[src/rtl/dca_matrix_lsu_arbiter.sv]
// Round-robin arbiter sharing one matrix LSU among NUM_REQ instruction requesters; grant to lsu_inst_valid is 1 cycle.
// An LSU completion frees the slot after one IDLE cycle. Optional watchdog: DCA_MATRIX_LSU_ARB_TIMEOUT_EN.
`ifndef BW_DCA_MATRIX_LSU_INST
`define BW_DCA_MATRIX_LSU_INST 32
`endif

module dca_matrix_lsu_arbiter #(
  parameter int NUM_REQ        = 3,
  parameter int BW_LSU_INST    = `BW_DCA_MATRIX_LSU_INST,
  parameter int TIMEOUT_CYCLES = 4096
) (
  input  logic                           clk,
  input  logic                           rstnn,
  input  logic                           enable,
  input  logic [NUM_REQ-1:0]             req_inst_valid,
  input  logic [NUM_REQ*BW_LSU_INST-1:0] req_inst_list,
  output logic [NUM_REQ-1:0]             req_inst_ready,
  output logic [NUM_REQ-1:0]             req_done,
  output logic                           lsu_inst_valid,
  output logic [BW_LSU_INST-1:0]         lsu_inst,
  input  logic                           lsu_inst_ready,
  output logic [NUM_REQ-1:0]             owner,
  output logic                           busy,
  output logic                           timeout_error
);

  localparam int RR_W = (NUM_REQ > 1) ? $clog2(NUM_REQ) : 1;

  if (NUM_REQ < 2 || NUM_REQ > 8 || TIMEOUT_CYCLES < 2) begin : g_bad_param
    $error("dca_matrix_lsu_arbiter: parameter out of range");
  end

  typedef enum logic {IDLE = 1'b0, ISSUE = 1'b1} state_t;

  state_t              state, state_nxt;
  logic [RR_W-1:0]     rr_ptr, rr_ptr_nxt;
  logic [RR_W:0]       cand;
  logic [RR_W-1:0]     cand_idx;
  logic                grant_vld;
  logic [RR_W-1:0]     grant_idx;
  logic [NUM_REQ-1:0]  grant_oh;
  logic                grant_fire;
  logic                done_fire;

  // Scan offsets from high to low so the nearest valid requester above rr_ptr wins.
  always_comb begin
    grant_vld = 1'b0;
    grant_idx = '0;
    cand      = '0;
    cand_idx  = '0;
    for (int i = NUM_REQ - 1; i >= 0; i--) begin
      cand = {1'b0, rr_ptr} + (RR_W+1)'(i);
      if (cand >= (RR_W+1)'(NUM_REQ)) begin
        cand = cand - (RR_W+1)'(NUM_REQ);
      end
      cand_idx = cand[RR_W-1:0];
      if (req_inst_valid[cand_idx]) begin
        grant_vld = 1'b1;
        grant_idx = cand_idx;
      end
    end
  end

  assign grant_oh   = grant_vld ? (NUM_REQ'(1) << grant_idx) : '0;
  assign grant_fire = (state == IDLE) && enable && grant_vld;
  assign done_fire  = (state == ISSUE) && enable && lsu_inst_ready;

  // Gated by rstnn so no accept pulse leaks out while reset is held.
  assign req_inst_ready = (grant_fire && rstnn) ? grant_oh : '0;
  assign req_done       = done_fire ? owner : '0;
  assign lsu_inst_valid = (state == ISSUE);
  assign busy           = (state != IDLE);

  always_comb begin
    state_nxt  = state;
    rr_ptr_nxt = rr_ptr;
    case (state)
      IDLE: begin
        if (grant_fire) begin
          state_nxt  = ISSUE;
          rr_ptr_nxt = (grant_idx == RR_W'(NUM_REQ - 1)) ? '0 : grant_idx + 1'b1;
        end
      end
      ISSUE: begin
        if (done_fire) begin
          state_nxt = IDLE;
        end
      end
      default: state_nxt = IDLE;
    endcase
  end

  always_ff @(posedge clk or negedge rstnn) begin
    if (!rstnn) begin
      state    <= IDLE;
      rr_ptr   <= '0;
      lsu_inst <= '0;
      owner    <= '0;
    end else begin
      state  <= state_nxt;
      rr_ptr <= rr_ptr_nxt;
      if (grant_fire) begin
        lsu_inst <= req_inst_list[grant_idx*BW_LSU_INST +: BW_LSU_INST];
        owner    <= grant_oh;
      end else if (done_fire) begin
        owner    <= '0;
      end
    end
  end

`ifdef DCA_MATRIX_LSU_ARB_TIMEOUT_EN
  localparam int TO_W = $clog2(TIMEOUT_CYCLES) + 1;

  logic [TO_W-1:0] to_cnt;
  logic            to_err;

  // Counter parks at the limit; the flag only clears on reset.
  always_ff @(posedge clk or negedge rstnn) begin
    if (!rstnn) begin
      to_cnt <= '0;
      to_err <= 1'b0;
    end else if (grant_fire) begin
      to_cnt <= '0;
    end else if ((state == ISSUE) && enable && !lsu_inst_ready) begin
      if (to_cnt == TO_W'(TIMEOUT_CYCLES - 1)) begin
        to_err <= 1'b1;
      end else begin
        to_cnt <= to_cnt + 1'b1;
      end
    end
  end

  assign timeout_error = to_err;
`else
  assign timeout_error = 1'b0;
`endif

endmodule
[config.mk]
export PLATFORM = sky130hd
export DESIGN_NAME = dca_matrix_lsu_arbiter
export DESIGN_NICKNAME = d
export VERILOG_FILES = /design/src/rtl/dca_matrix_lsu_arbiter.sv
export SDC_FILE = /design/constraint.sdc
export NUM_CORES = 1
export LEC_CHECK = 0
export CORE_MARGIN = 5
export CORE_UTILIZATION = 39
export CTS_CLUSTER_SIZE = 14
export DETAILED_ROUTE_END_ITERATION = 7
export PLACE_DENSITY = 0.91
export SKIP_CTS_REPAIR_TIMING = 1
export SLEW_MARGIN = 20
export SYNTH_ARGS = -nofsm -noshare
export SYNTH_HDL_FRONTEND = slang
export SYNTH_SLANG_ARGS = --single-unit
[constraint.sdc]
create_clock -name clk -period 5.2 [get_ports clk]
set_clock_uncertainty 0.15 [all_clocks]
set_input_delay 1.04 -clock clk [delete_from_list [all_inputs] [get_ports clk]]
set_output_delay 1.04 -clock clk [all_outputs]
set_load 0.1 [all_outputs]
==> flow_summary.yaml, run 1 <==
die:
  core-area_um2: 5570
  num_rows: 27
  io_pins: 147
  start_util_pct: 40.6
  die_width_um: 86.1
  die_height_um: 86.1
  dieArea_um2: 7420
synth:
  ys_ff_latch: 38
  syn_area_um2: 2260
  syn_avg_cell_area_um2: 10.5
  synthCells: 216
  synth.distinct_cells: 34
  netlist_top_cells_area: "dfrtp_1, mux2i_1, a32oi_1, o21ai_0, buf_6"
  synth_top_area_share_pct: 42.1
  syn_nets: 322
  yosys_warnings: 0
  synth_seq_area_share_pct: 42.1
  synth_top_area_cell: "dfrtp_1"
clock_network:
  insertion_delay_ns: 0.27
  cts_root_buf: "clkbuf_8"
  clkSlewWorstSetupHoldPaths_ns: 0.07
  cts_max_path_buffers: 2
  cts.sinks: 38
  cts_buffers: 5
  htreeDepth: 2
  tritoncts: "yes"
sta:
  clock.fmax_ghz: 0.233
  setup_viol_count_final: 0
  rsz0062_at_grt: "false"
  final_hold_viol_count: 0
  tns_ns: 0
  worst_slew_pin_slew_ns: 1.01
  final.min_clock_period_ns: 4.29
  period_share_pct: 82.5
  relSlewSlack_pct: 32.4
  final_max_slew_viol_count: 0
power:
  power.density_nw_per_um2: 749
  ir_drop_mv: 0.475
  p_leak_uw: 0.00161
worst_setup_path:
  crit_chain: "clkdlybuf4s50_1 -> a22o_1 -> a222oi_1 -> nand3_1 -> nand3_1 -> nor2_1 -> buf_4"
  timing.rr.start: "rr_ptr[0]"
  cp-start-kind: "input port"
  reg2reg_to: "owner[0]"
  r2r_slack_ns: 2.21
  cp-end-kind: "output port"
  cp_slowest_cell: "clkdlybuf4s50_1"
  max_stage_delay_ns: 0.49
  path_common_cell: "nand3_1"
  reg2regPathDepth: 6
  path_class: "input port to output port"
  crit_arrival_ns: 3.10
  crit_fanout: 5
  required_ns: 4.01
route:
  first_pass_iters: 4
  drtIter0Drc: 81
  drc: 0
  avgRoutedWirePerCell_um: 18.5
  viasPerCell: 5.55
  routed_wl_um: 7820
  vias: 2342
  antenna_left: 0
global_routing:
  gr-total-overflow: 0
  grt_antenna_before_repair: 0
  grt_pass1_wl_um: 12200
  grt_pass1_vias: 2367
  grt_max_degree: 43
  track_usage_pct: 20.7
min_path:
  hp-start: "lsu_inst[4]"
  min_path_type: "flop to flop"
  min_to: "lsu_inst[4]"
  hold_depth: 2
job:
  maxCapViolCount: 0
finish:
  area_delta_synth_final_pct: 65.6
  layout.cells.most_common: "clkdlybuf4s50_1"
  post-route-util_pct: 67.2
  drive_gt1_share_pct: 7.14
  fin_nets: 455
  fillers: 445
  mostFrequentLayoutCells: "clkdlybuf4s50_1, dfrtp_1, mux2i_1"
  num_antenna_cells: 0
placement:
  routabilityCongestion: 0.921
  io_buffer_count: 145
  dpl.hpwl_um: 5840
run_status:
  status: "finished, final reports clean"
[metrics by stage]
| stage | instances | power, uW | hold WS (ns) | setup slack, ns | cell area [um2] |
|---|---|---|---|---|---|
| floorplan | 216 | 2140 | 0.324 | 0.846 | 2270 |
| global placement | 414 | 2560 | 0.325 | 1.07 | 3650 |
| detailed placement | 414 | 2610 | 0.334 | 0.986 | 3650 |
| CTS | 422 | 2820 | 0.352 | 0.974 | 3740 |
| global route | 422 | 2930 | 0.374 | 0.824 | 3740 |
| finish | 422 | 2800 | 0.348 | 0.908 | 3740 |
[layout make-up]
class,count,area (um2),area share (%)
repair buffers,149,1460,39.0
multi-input cells,147,1120,29.9
flip-flops and latches,38,951,25.4
well taps,72,90.1,2.41
clock buffers,7,86.3,2.31
inverters,8,30.0,0.802
clock inverters,1,5.00,0.134
[cell usage after synthesis (all sizes together)]
master / n
a211oi: 1
a21oi: 1
a221oi: 1
a222oi: 1
a22o: 1
a22oi: 1
a311o: 1
a311oi: 2
a31oi: 1
a32oi: 32
and2: 3
and3: 1
buf: 16
clkbuf: 7
conb: 1
dfrtp: 38
ha: 3
inv: 8
mux2: 2
mux2i: 33
nand2: 5
nand2b: 1
nand3: 7
nand3b: 1
nor2: 5
nor3: 1
nor4: 1
o21a: 1
o21ai: 38
o31ai: 1
or2: 1
[critical path: cells and delay by family]
kind | cells | cell delay (ns)
simple gates | 3 | 0.54
compound gates | 2 | 0.78
buf+inv | 2 | 0.75
[sequential cells by signal (all words and copies together), names as in the netlist]
name      cells
lsu_inst     32
owner         3
rr_ptr        2
busy          1
[power by group]
part,total [uW],internal (uW),switching [uW]
registers,525,437,87.8
logic,2070,554,1520
clock network,205,107,97.6
[per-layer routing]
layer	wire length [um]	global-route usage (%)	vias up
li1	-	-	1097
met1	3010	24.3	1129
met2	4120	37.4	110
met3	638	5.57	6
met4	59	4.46	0
met5	0	0	-
[worst max path at each step]
stage / end / from / depth (start not counted)
detailed placement: req_inst_ready[2] / req_inst_valid[1] / 7
CTS: req_inst_ready[2] / req_inst_valid[1] / 7
floorplan: req_inst_ready[1] / req_inst_valid[1] / 6
global route: req_inst_ready[2] / req_inst_valid[1] / 7
finish: req_inst_ready[2] / req_inst_valid[1] / 7
global placement: req_inst_ready[2] / req_inst_valid[1] / 7
[kinds of logic (layout without fill, tap and decap cells)]
kind of cell / count (synthesis) / after routing / share of synthesized area, %
AOI/OAI and AO/OA: 82 / 82 / 25.3
DFF: 38 / 38 / 42.1
muxes: 35 / 35 / 15.6
buffers and inverters: 31 / 165 / 9.46
and+or+nand+nor: 26 / 26 / 5.70
adders and majority gates: 3 / 3 / 1.66
other: 1 / 1 / 0.166
Note: power is estimated with default switching activity, not from simulation.
==> run 2: changes to the inputs <==
- CORE_UTILIZATION: 39 -> 37
- PLACE_DENSITY: 0.91 -> 0.87
- clock period: 5.2 -> 4.05 ns (I/O delays scaled with it)
==> flow_summary.yaml, run 2 (synthesized netlist as in run 1, its figures left out) <==
route:
  viasPerCell: 5.49
  antenna_left: 0
  avgRoutedWirePerCell_um: 18.0
  drtIter0Drc: 148
  vias: 2348
  first_pass_iters: 4
  drc: 0
  routed_wl_um: 7710
finish:
  reg.largest.list: "lsu_inst (32), owner (3), rr_ptr (2)"
  top_register: "lsu_inst"
  mostFrequentLayoutCells: "clkdlybuf4s50_1, dfrtp_1, mux2i_1"
  multiInputGateArea_um2: 1120
  num_antenna_cells: 0
  largest_reg_flops: 32
  layout.cells.most_common: "clkdlybuf4s50_1"
  area_delta_synth_final_pct: 68.2
  fin_nets: 458
  drive_gt1_share_pct: 7.65
  seqCellArea_um2: 951
  fillers: 507
sta:
  tns_ns: 0
  clock.fmax_ghz: 0.266
  final_max_slew_viol_count: 0
  fin_ws_ns: 0.296
  setup_viol_count_final: 0
  final.min_clock_period_ns: 3.75
  period_share_pct: 92.7
  relSlewSlack_pct: 32.6
  worst_slew_pin_slew_ns: 1.01
  final_hold_viol_count: 0
  rsz0062_at_grt: "false"
die:
  num_rows: 28
  io_pins: 147
  dieArea_um2: 7770
  die_height_um: 88.2
  die_width_um: 88.2
  start_util_pct: 38.2
  core-area_um2: 5920
clock_network:
  cts_buffers: 5
  cts.sinks: 38
  clkSlewWorstSetupHoldPaths_ns: 0.07
  cts_root_buf: "clkbuf_8"
  cts_max_path_buffers: 2
  tritoncts: "yes"
  htreeDepth: 2
  insertion_delay_ns: 0.28
worst_setup_path:
  crit_arrival_ns: 2.79
  cp_num_buf_inv: 2
  timing.rr.start: "rr_ptr[0]"
  path_common_cell: "nand3_1"
  reg2regPathDepth: 8
  max_stage_delay_ns: 0.50
  cp-start-kind: "input port"
  reg2reg_to: "lsu_inst[24]"
  crit_fanout: 5
  path_delay_family: "compound AO/OA/AOI/OAI gates"
  cp_slowest_cell: "a222oi_1"
  path_class: "input port to output port"
  r2r_slack_ns: 1.12
  crit_chain: "clkdlybuf4s50_1 -> a22o_1 -> a222oi_1 -> nand3_1 -> nand3_1 -> nor2_1 -> buf_12"
  cp-startpoint: "req_inst_valid[1]"
  required_ns: 3.09
  cp-end-kind: "output port"
global_routing:
  grt_max_degree: 39
  grt_antenna_before_repair: 0
  grt_pass1_vias: 2501
  grt_busiest_layer: "met2"
  use_met3_pct: 5.46
  grtUsageMet1_pct: 22.4
  gr-total-overflow: 0
  track_usage_pct: 20.0
  grt_use_met2_pct: 37.3
  grt_pass1_wl_um: 12200
min_path:
  hp-start: "lsu_inst[18]"
  min_path_type: "flop to flop"
  hold_depth: 2
  min_to: "lsu_inst[18]"
job:
  maxCapViolCount: 0
power:
  ir_drop_mv: 0.623
  power.density_nw_per_um2: 952
  p_leak_uw: 0.00163
placement:
  routabilityCongestion: 0.886
  dp_slack_ns: 0.330
  dpl.hpwl_um: 5850
  io_buffer_count: 145
run_status:
  status: "finished, final reports clean"
## run 2: area by class of cell
type | count | share of cell area (%)
tap | 75 | 2.47
multi-input combinational | 147 | 29.3
clock inverter | 1 | 0.132
sequential | 38 | 25.0
timing repair buffer | 152 | 40.0
inverter | 8 | 0.789
clock buffer | 7 | 2.27
## run 2: metal layers
layer  vias to the layer above  share of wire, %
li1                       1104                 -
met1                      1145                36
met2                        91                55
met3                         8               8.1
met4                         0              0.93
met5                         -                 0
## run 2: worst min-delay path, cell delays in order (launching register included)
cell and delay [ns]:
dfrtp_1 0.35, a32oi_1 0.05, o21ai_0 0.07
## run 2: report_power, final
| group | switching (uW) | leakage [uW] | internal (uW) |
|---|---|---|---|
| Clock | 127 | 0.0000482 | 137 |
| Combinational | 1950 | 0.00111 | 730 |
| Sequential | 113 | 0.000475 | 561 |
## run 2: worst max-delay path by stage
stage                              endpoint  slack (ns)  cells after the start
after floorplan           req_inst_ready[1]        0.15                      9
after global placement    req_inst_ready[2]        0.39                      7
after detailed placement  req_inst_ready[2]        0.33                      7
after CTS                 req_inst_ready[2]        0.31                      7
after global routing      req_inst_ready[2]        0.19                      7
final                     req_inst_ready[2]        0.30                      7
## run 2: metrics by stage
stage	cells	cell area, um2	util [%]	total power (uW)	hold WS, ns
after floorplan	216	2270	-	2750	0.324
after global placement	420	3710	62.7	3310	0.323
after detailed placement	420	3710	62.7	3370	0.336
after CTS	428	3800	64.2	3650	0.356
after global routing	428	3800	64.2	3790	0.386
final	428	3800	64.2	3620	0.351
